$ cat config.mk
export PLATFORM = sky130hd
export DESIGN_NAME = score_glyph_arbiter
export DESIGN_NICKNAME = d
export VERILOG_FILES = /design/src/rtl/score_glyph_arbiter.sv
export SDC_FILE = /design/constraint.sdc
export NUM_CORES = 1
export LEC_CHECK = 0
export ABC_AREA = 1
export BUFFER_PORTS_ARGS = -buffer_cell sky130_fd_sc_hd__buf_2
export CORE_ASPECT_RATIO = 1.75
export CORE_MARGIN = 5
export CORE_UTILIZATION = 25
export DETAILED_ROUTE_END_ITERATION = 8
export PLACE_DENSITY_LB_ADDON = 0.05
export SYNTH_ARGS = -nofsm -noshare
export SYNTH_HDL_FRONTEND = slang
export SYNTH_SLANG_ARGS = --single-unit
$ cat constraint.sdc
create_clock -name P_CLK -period 1.1 [get_ports P_CLK]
set_input_delay 0.055 -clock P_CLK [delete_from_list [all_inputs] [get_ports P_CLK]]
set_output_delay 0.055 -clock P_CLK [all_outputs]
set_load 0.03 [all_outputs]
$ cat src/rtl/score_glyph_arbiter.sv
// Round-robin arbiter that shares one digit glyph ROM between the left and right score renderers.
// One fetch in flight: grant -> ROM address latency -> capture, then a one-cycle valid to the owner.
module score_glyph_arbiter (
    input  logic       P_CLK,
    input  logic       P_RST_N,
    input  logic       req_l,
    input  logic [3:0] digit_l,
    input  logic [3:0] row_l,
    input  logic       req_r,
    input  logic [3:0] digit_r,
    input  logic [3:0] row_r,
    output logic       gnt_l,
    output logic       gnt_r,
    output logic [7:0] rom_addr,
    input  logic [7:0] rom_data,
    output logic [7:0] row_data,
    output logic       valid_l,
    output logic       valid_r,
    output logic       busy
);

    typedef enum logic [1:0] {
        IDLE    = 2'd0,
        ROMLAT  = 2'd1,
        CAPTURE = 2'd2
    } state_e;

    state_e     state_q, state_d;
    logic       gnt_l_q, gnt_l_d;
    logic       gnt_r_q, gnt_r_d;
    logic [7:0] rom_addr_q, rom_addr_d;
    logic [7:0] row_data_q, row_data_d;
    logic       valid_l_q, valid_l_d;
    logic       valid_r_q, valid_r_d;
    // owner and last_grant: 1 = right renderer, 0 = left renderer.
    logic       owner_q, owner_d;
    logic       last_grant_q, last_grant_d;
    logic       pick_r;

    always_comb begin
        state_d      = state_q;
        gnt_l_d      = 1'b0;
        gnt_r_d      = 1'b0;
        rom_addr_d   = rom_addr_q;
        row_data_d   = row_data_q;
        valid_l_d    = 1'b0;
        valid_r_d    = 1'b0;
        owner_d      = owner_q;
        last_grant_d = last_grant_q;
        // On contention the side not served last time wins.
        pick_r       = (req_l && req_r) ? ~last_grant_q : req_r;

        case (state_q)
            IDLE: begin
                if (req_l || req_r) begin
                    owner_d    = pick_r;
                    rom_addr_d = pick_r ? {digit_r, row_r} : {digit_l, row_l};
                    gnt_l_d    = ~pick_r;
                    gnt_r_d    = pick_r;
                    state_d    = ROMLAT;
                end
            end
            ROMLAT: begin
                state_d = CAPTURE;
            end
            CAPTURE: begin
                row_data_d   = rom_data;
                valid_l_d    = ~owner_q;
                valid_r_d    = owner_q;
                last_grant_d = owner_q;
                state_d      = IDLE;
            end
            default: begin
                state_d = IDLE;
            end
        endcase
    end

    always_ff @(posedge P_CLK or negedge P_RST_N) begin
        if (!P_RST_N) begin
            state_q      <= IDLE;
            gnt_l_q      <= 1'b0;
            gnt_r_q      <= 1'b0;
            rom_addr_q   <= 8'h00;
            row_data_q   <= 8'h00;
            valid_l_q    <= 1'b0;
            valid_r_q    <= 1'b0;
            owner_q      <= 1'b0;
            last_grant_q <= 1'b1;
        end else begin
            state_q      <= state_d;
            gnt_l_q      <= gnt_l_d;
            gnt_r_q      <= gnt_r_d;
            rom_addr_q   <= rom_addr_d;
            row_data_q   <= row_data_d;
            valid_l_q    <= valid_l_d;
            valid_r_q    <= valid_r_d;
            owner_q      <= owner_d;
            last_grant_q <= last_grant_d;
        end
    end

    assign gnt_l    = gnt_l_q;
    assign gnt_r    = gnt_r_q;
    assign rom_addr = rom_addr_q;
    assign row_data = row_data_q;
    assign valid_l  = valid_l_q;
    assign valid_r  = valid_r_q;
    assign busy     = (state_q != IDLE);

endmodule

==> flow_metrics.py, run 1 <==
metrics = {
    "status": {
        "outcome": "finished, final reports clean",
    },
    "place": {
        "gp_congestion": 0.686,
        "hpwlAfterDp_um": 2210,
        "post-place-cells": 227,
        "io_buffer_count": 48,
    },
    "timing": {
        "setup_viol": 0,
        "worst_pin_slew_ns": 0.572,
        "slew_violations": 0,
        "hold_viol_final": 0,
        "min_period_ns": 1.08,
        "skew_ns": 0.00469,
        "rsz0062_at_grt": "true",
        "clock.fmax_ghz": 0.928,
        "relSlewSlack_pct": 61.8,
        "fin_crit_sh_pct": 97.9,
    },
    "yosys": {
        "synth_xor_area_share_pct": 0,
        "ys_ff_latch": 24,
        "avgSynthCellArea_um2": 8.35,
        "yosys_warnings": 0,
        "synth_compound_area_share_pct": 1.86,
        "synth_top_area_share_pct": 53.4,
        "synth_top_area_cell": "dfrtp_1",
        "synth_cells": 129,
        "ys_types": 16,
        "yosys.area_share.simple_pct": 31.7,
        "ys_top_cells_by_area": "dfrtp_1, nand2_1, nand3_1, inv_1, dfstp_2",
        "mappedNetlistArea_um2": 1080,
        "ys_seq_area_share_pct": 55.9,
        "synth_nets": 157,
        "synthMuxAreaShare_pct": 0,
        "synthAdderAreaFrac_pct": 0,
        "synth_top_family_by_area": "simple AND/OR/NAND/NOR gates",
    },
    "layout": {
        "mostFrequentLayoutCells": "buf_2, nand2_1, nand3_1, dfrtp_1, inv_1",
        "final_common_cell": "buf_2",
        "area_growth_pct": 40.4,
        "antennaDiodeCount": 0,
        "register_area_um2": 602,
        "drive_gt1_share_pct": 38.3,
        "multi_input_area_um2": 387,
        "n_fill_cell": 432,
        "final_nets": 217,
        "final_cells": 237,
    },
    "die": {
        "fp.dieH_um": 96.8,
        "die_x_um": 59.6,
        "initial_utilization_pct": 26.0,
        "pin_count": 49,
        "row_count": 31,
        "die_area_um2": 5770,
        "core_area_um2": 4150,
    },
    "cts": {
        "ctsLongestPathBuffers": 2,
        "cts_sinks": 24,
        "htree_levels": 1,
        "cts-root-buf": "clkbuf_8",
        "clkLatencyLatePin_ns": 0.27,
        "cts_tree": "yes",
        "cts_buffers": 3,
        "clkTransAtPathRegs_ns": 0.09,
    },
    "global_routing": {
        "antenna_found_initial": 0,
        "grt_pass1_wl_um": 4820,
        "grt_start_max_net_pins": 25,
        "grt_pass1_vias": 1057,
        "grt_use_total_pct": 10.8,
        "globalRouteOverflowTotal": 0,
    },
    "routing": {
        "wire_per_inst_um": 12.9,
        "dr.pass1.iters": 5,
        "drc_errors": 0,
        "dr.first_iter.drc_count": 34,
        "routed_via_density": 4.35,
        "vias": 1030,
        "wirelength_um": 3050,
        "ant_nets": 0,
    },
    "worst_setup_path": {
        "critPathLaunch": "last_grant_q",
        "r2r-start": "last_grant_q",
        "rrSetupSlack_ns": 0.02,
        "setup.worst_path.end_class": "register",
        "start_kind": "register",
        "cp.arrival_ns": 1.24,
        "crit_type": "register to register",
        "worst_ep_required_time_ns": 1.26,
        "rr_worst_depth": 5,
        "reg2reg_to": "rom_addr[4]",
        "crit_fanout": 4,
    },
    "job": {
        "maxCapViolCount": 0,
    },
    "pwr": {
        "cellLeakagePower_nw": 0.895,
        "finalPower_mw": 4.47,
        "irDropWorstVdd_mv": 1.12,
        "powerDensity_nw_per_um2": 2950,
    },
    "min_path": {
        "min_to": "row_data[6]",
        "min-delay-start": "rom_data[6]",
        "min_path_cells": 3,
        "min_path_type": "primary input to register",
    },
}
-- Yosys cell counts, drive strengths merged --
cell type	n
o21ai	3
inv	19
nand3	24
nand2	46
dfstp	1
buf	5
a21oi	1
nor2	7
dfrtp	23
-- how the worst max path moves through the flow --
stage,slack [ns],end
6_report,0.02,rom_addr[4]
5_1_grt,-0.03,rom_addr[6]
4_1_cts,0.003,rom_addr[4]
3_5_place_dp,0.02,rom_addr[4]
3_3_place_gp,0.03,rom_addr[7]
2_1_floorplan,0.09,rom_addr[0]
-- kinds of logic after synthesis --
logic type      count (synthesis)
simple gates                   77
compound gates                  4
buf+inv                        24
flops                          24
-- worst max-delay path, cell delays in order (launching register included) --
cell and delay (ns):
dfstp_2 0.57, nand2_4 0.08, nand2_2 0.11, nand2_1 0.07
nand3_1 0.09, nand2_1 0.05
-- sequential cells by signal (all words and copies together) (netlist names) --
register / flops
gnt_r: 1
rom_addr: 8
valid_l: 1
valid_r: 1
state_q: 2
last_grant_q: 1
owner_q: 1
gnt_l: 1
row_data: 8
-- through the flow --
step | TNS, ns | area, um^2 | util, % | worst slack (ns) | hold WS [ns]
final | 0 | 1510 | 36.4 | 0.0227 | 0.0153
after global routing | -0.164 | 1510 | 36.4 | -0.0259 | 0.0191
after CTS | 0 | 1470 | 35.4 | 0.00341 | 0.0132
after floorplan | 0 | 1080 | - | 0.0911 | -0.241
after detailed placement | 0 | 1390 | 33.6 | 0.0189 | 0.0986
after global placement | 0 | 1390 | 33.6 | 0.0289 | 0.0734
-- final cells by class --
| cell class | instances | area share (%) |
|---|---|---|
| clock buffer | 4 | 3.64 |
| inverter | 19 | 4.71 |
| timing repair buffer | 58 | 22.2 |
| tap | 49 | 4.05 |
| sequential | 24 | 39.8 |
| multi-input combinational | 83 | 25.6 |
-- power by group --
group          total (mW)  internal, mW  switching (mW)
clock network       0.613         0.320           0.293
registers            1.50          1.30           0.203
logic                2.35         0.768            1.59
-- layer usage --
layer  share of wire (%)  wire (um)  up-vias  global-route usage, %
met5                   0          0        -                      0
met4                 1.9         57        0                   4.61
met3                 6.5        198        5                   2.00
met2                  54       1650       33                   19.3
met1                  37       1140      479                   11.9
li1                    -          -      513                      -
-- timing repair --
item	CTS	global route
setup buffers	1	2
gates resized for setup	1	5
cloned	0	2
hold buffers	1	0
endpoints found under the setup margin	1	9
endpoints found under the hold margin	23	0
pin swaps	0	11
No activity file was read; power rests on OpenSTA's default activity.
==> run 2, diff against run 1 <==
--- a/config.mk
+++ b/config.mk
@@ -10,8 +10,9 @@
 export CORE_ASPECT_RATIO = 1.75
 export CORE_MARGIN = 5
 export CORE_UTILIZATION = 25
+export CTS_BUF_LIST = sky130_fd_sc_hd__clkbuf_4 sky130_fd_sc_hd__clkbuf_8 sky130_fd_sc_hd__clkbuf_16
 export DETAILED_ROUTE_END_ITERATION = 8
-export PLACE_DENSITY_LB_ADDON = 0.05
+export PLACE_DENSITY_LB_ADDON = 0.15
 export SYNTH_ARGS = -nofsm -noshare
 export SYNTH_HDL_FRONTEND = slang
 export SYNTH_SLANG_ARGS = --single-unit
==> run 2 against run 1 <==
- combinational power fell by 6%
- clock skew is essentially flat
- critical endpoint is now rom_addr[2]
- final cell count is 1.3% lower
- utilization shrank 0.72 points
- final area decreased by 2.0%
- global-route usage decreased by 1.1 points
- maximum frequency is 2.0% higher
- sequential power about the same
- first-iteration DRC count up 68%
- clock power is 11% lower
==> flow_metrics.py, run 2 (synthesized netlist as in run 1, its figures left out) <==
metrics = {
    "status": {
        "outcome": "finished, final reports clean",
    },
    "worst_setup_path": {
        "crit_slowest_cell": "dfstp_2",
        "setup.worst_path.end_class": "register",
        "cp.arrival_ns": 1.26,
        "max_stage_delay_ns": 0.56,
        "worst_ep_required_time_ns": 1.31,
        "crit_fanout": 6,
        "cp_cell_sequence": "nand2_4, buf_6, nand3_1, nand3_1, nand2_1",
        "crit_type": "register to register",
        "start_kind": "register",
        "crit_path_frequent_cell": "nand3_1",
    },
    "place": {
        "io_buffer_count": 48,
        "hpwlAfterDp_um": 2020,
        "gp_congestion": 0.773,
        "dpl_cell_area_um2": 1370,
    },
    "timing": {
        "worst_pin_slew_ns": 0.520,
        "slew_violations": 0,
        "relSlewSlack_pct": 65.3,
        "rsz0062_at_grt": "true",
        "clock.fmax_ghz": 0.947,
        "skew_ns": 0.00499,
        "fin_crit_sh_pct": 96.0,
        "min_period_ns": 1.06,
        "setup_viol": 0,
        "hold_viol_final": 0,
    },
    "cts": {
        "cts_sinks": 24,
        "cts_tree": "yes",
        "htree_levels": 1,
        "ctsLongestPathBuffers": 2,
        "clkLatencyLatePin_ns": 0.26,
        "clkTransAtPathRegs_ns": 0.08,
        "cts-root-buf": "clkbuf_8",
        "cts_buffers": 3,
    },
    "routing": {
        "wire_per_inst_um": 10.9,
        "drc_errors": 0,
        "dr.pass1.iters": 4,
        "routed_via_density": 4.18,
        "wirelength_um": 2560,
        "dr.first_iter.drc_count": 57,
        "vias": 977,
        "ant_nets": 0,
    },
    "layout": {
        "mostFrequentLayoutCells": "buf_2, nand2_1, nand3_1, dfrtp_1, inv_1",
        "final_common_cell": "buf_2",
        "final_nets": 214,
        "area_growth_pct": 37.6,
        "design_area_um2": 1480,
        "drive_gt1_share_pct": 36.8,
        "antennaDiodeCount": 0,
        "n_fill_cell": 426,
    },
    "die": {
        "fp.dieH_um": 96.8,
        "die_x_um": 59.6,
        "pin_count": 49,
        "initial_utilization_pct": 26.0,
        "die_area_um2": 5770,
        "core_area_um2": 4150,
        "row_count": 31,
    },
    "pwr": {
        "finalPower_mw": 4.27,
        "switching_share_pct": 46.8,
        "clkPwrFrac_pct": 12.8,
        "p_int_mw": 2.27,
        "switchingPower_mw": 2.00,
        "powerDensity_nw_per_um2": 2880,
        "power.share.sequential_pct": 35.5,
        "cellLeakagePower_nw": 0.878,
        "irDropWorstVdd_mv": 0.991,
        "combPwrFrac_pct": 51.7,
    },
    "global_routing": {
        "grt_start_max_net_pins": 25,
        "grt_use_total_pct": 9.70,
        "use_met1_pct": 11.5,
        "antenna_found_initial": 0,
        "grt_pass1_vias": 1049,
        "use_met2_pct": 16.5,
        "globalRouteOverflowTotal": 0,
        "grt_pass1_wl_um": 4480,
        "use_met3_pct": 2.40,
        "grt-busiest-layer": "met2",
    },
    "job": {
        "maxCapViolCount": 0,
    },
    "min_path": {
        "min_path_type": "primary input to register",
    },
}
## run 2: path summary, 6_finish.rpt
kind                               from            to  slack, ns  depth (start not counted)
max                        last_grant_q   rom_addr[2]       0.04                          5
min                         rom_data[2]   row_data[2]       0.02                          3
max reg2reg                last_grant_q   rom_addr[2]       0.04                          5
min reg2reg                     owner_q       valid_l       0.47                          1
max in group asynchronous       P_RST_N  last_grant_q       0.43                          2
min in group asynchronous       P_RST_N   row_data[0]       0.30                          2
## run 2: metrics by stage
step	cells	utilization, %	setup slack (ns)	hold WS (ns)	TNS [ns]
detailed placement	225	32.9	-0.0104	0.0736	-0.0151
floorplan	129	-	0.0911	-0.241	0
finish	234	35.7	0.0437	0.0231	0
global placement	225	32.9	0.000995	0.0639	0
CTS	230	34.6	0.0168	0.0212	0
global route	234	35.7	-0.0208	0.0339	-0.115
## run 2: repair_timing
action	in CTS	in global routing
pin swaps	0	8
setup endpoints to repair	10	9
buffers inserted	0	4
hold buffers	1	0
resized for setup	3	3
hold endpoints to repair	23	0
## run 2: final cells by class
cell class / instances / area, um^2 / share of cell area (%)
clock buffer: 4 / 48.8 / 3.29
timing repair buffer: 57 / 320 / 21.6
sequential: 24 / 602 / 40.6
inverter: 19 / 71.3 / 4.81
tap: 49 / 61.3 / 4.14
multi-input combinational: 81 / 379 / 25.6
## run 2: power groups by stage
stage / Combinational (mW) / Sequential, mW / Clock (mW)
6_report: 2.20 / 1.51 / 0.547
5_1_grt: 2.43 / 1.57 / 0.620
4_1_cts: 2.16 / 1.52 / 0.570
3_5_place_dp: 2.13 / 1.53 / 0
3_3_place_gp: 2.11 / 1.52 / 0
2_1_floorplan: 0.854 / 2.19 / 0
## run 2: worst max-delay path: cells and delay by family, from the launching register on
kind          cells  cell delay (ns)
flops             1             0.56
simple gates      4             0.30
buf+inv           1             0.14
## run 2: metal layers
layer	wire length [um]	part of all wire [%]
met1	1050	41
met3	279	11
met4	17	0.67
met2	1210	47
met5	0	0
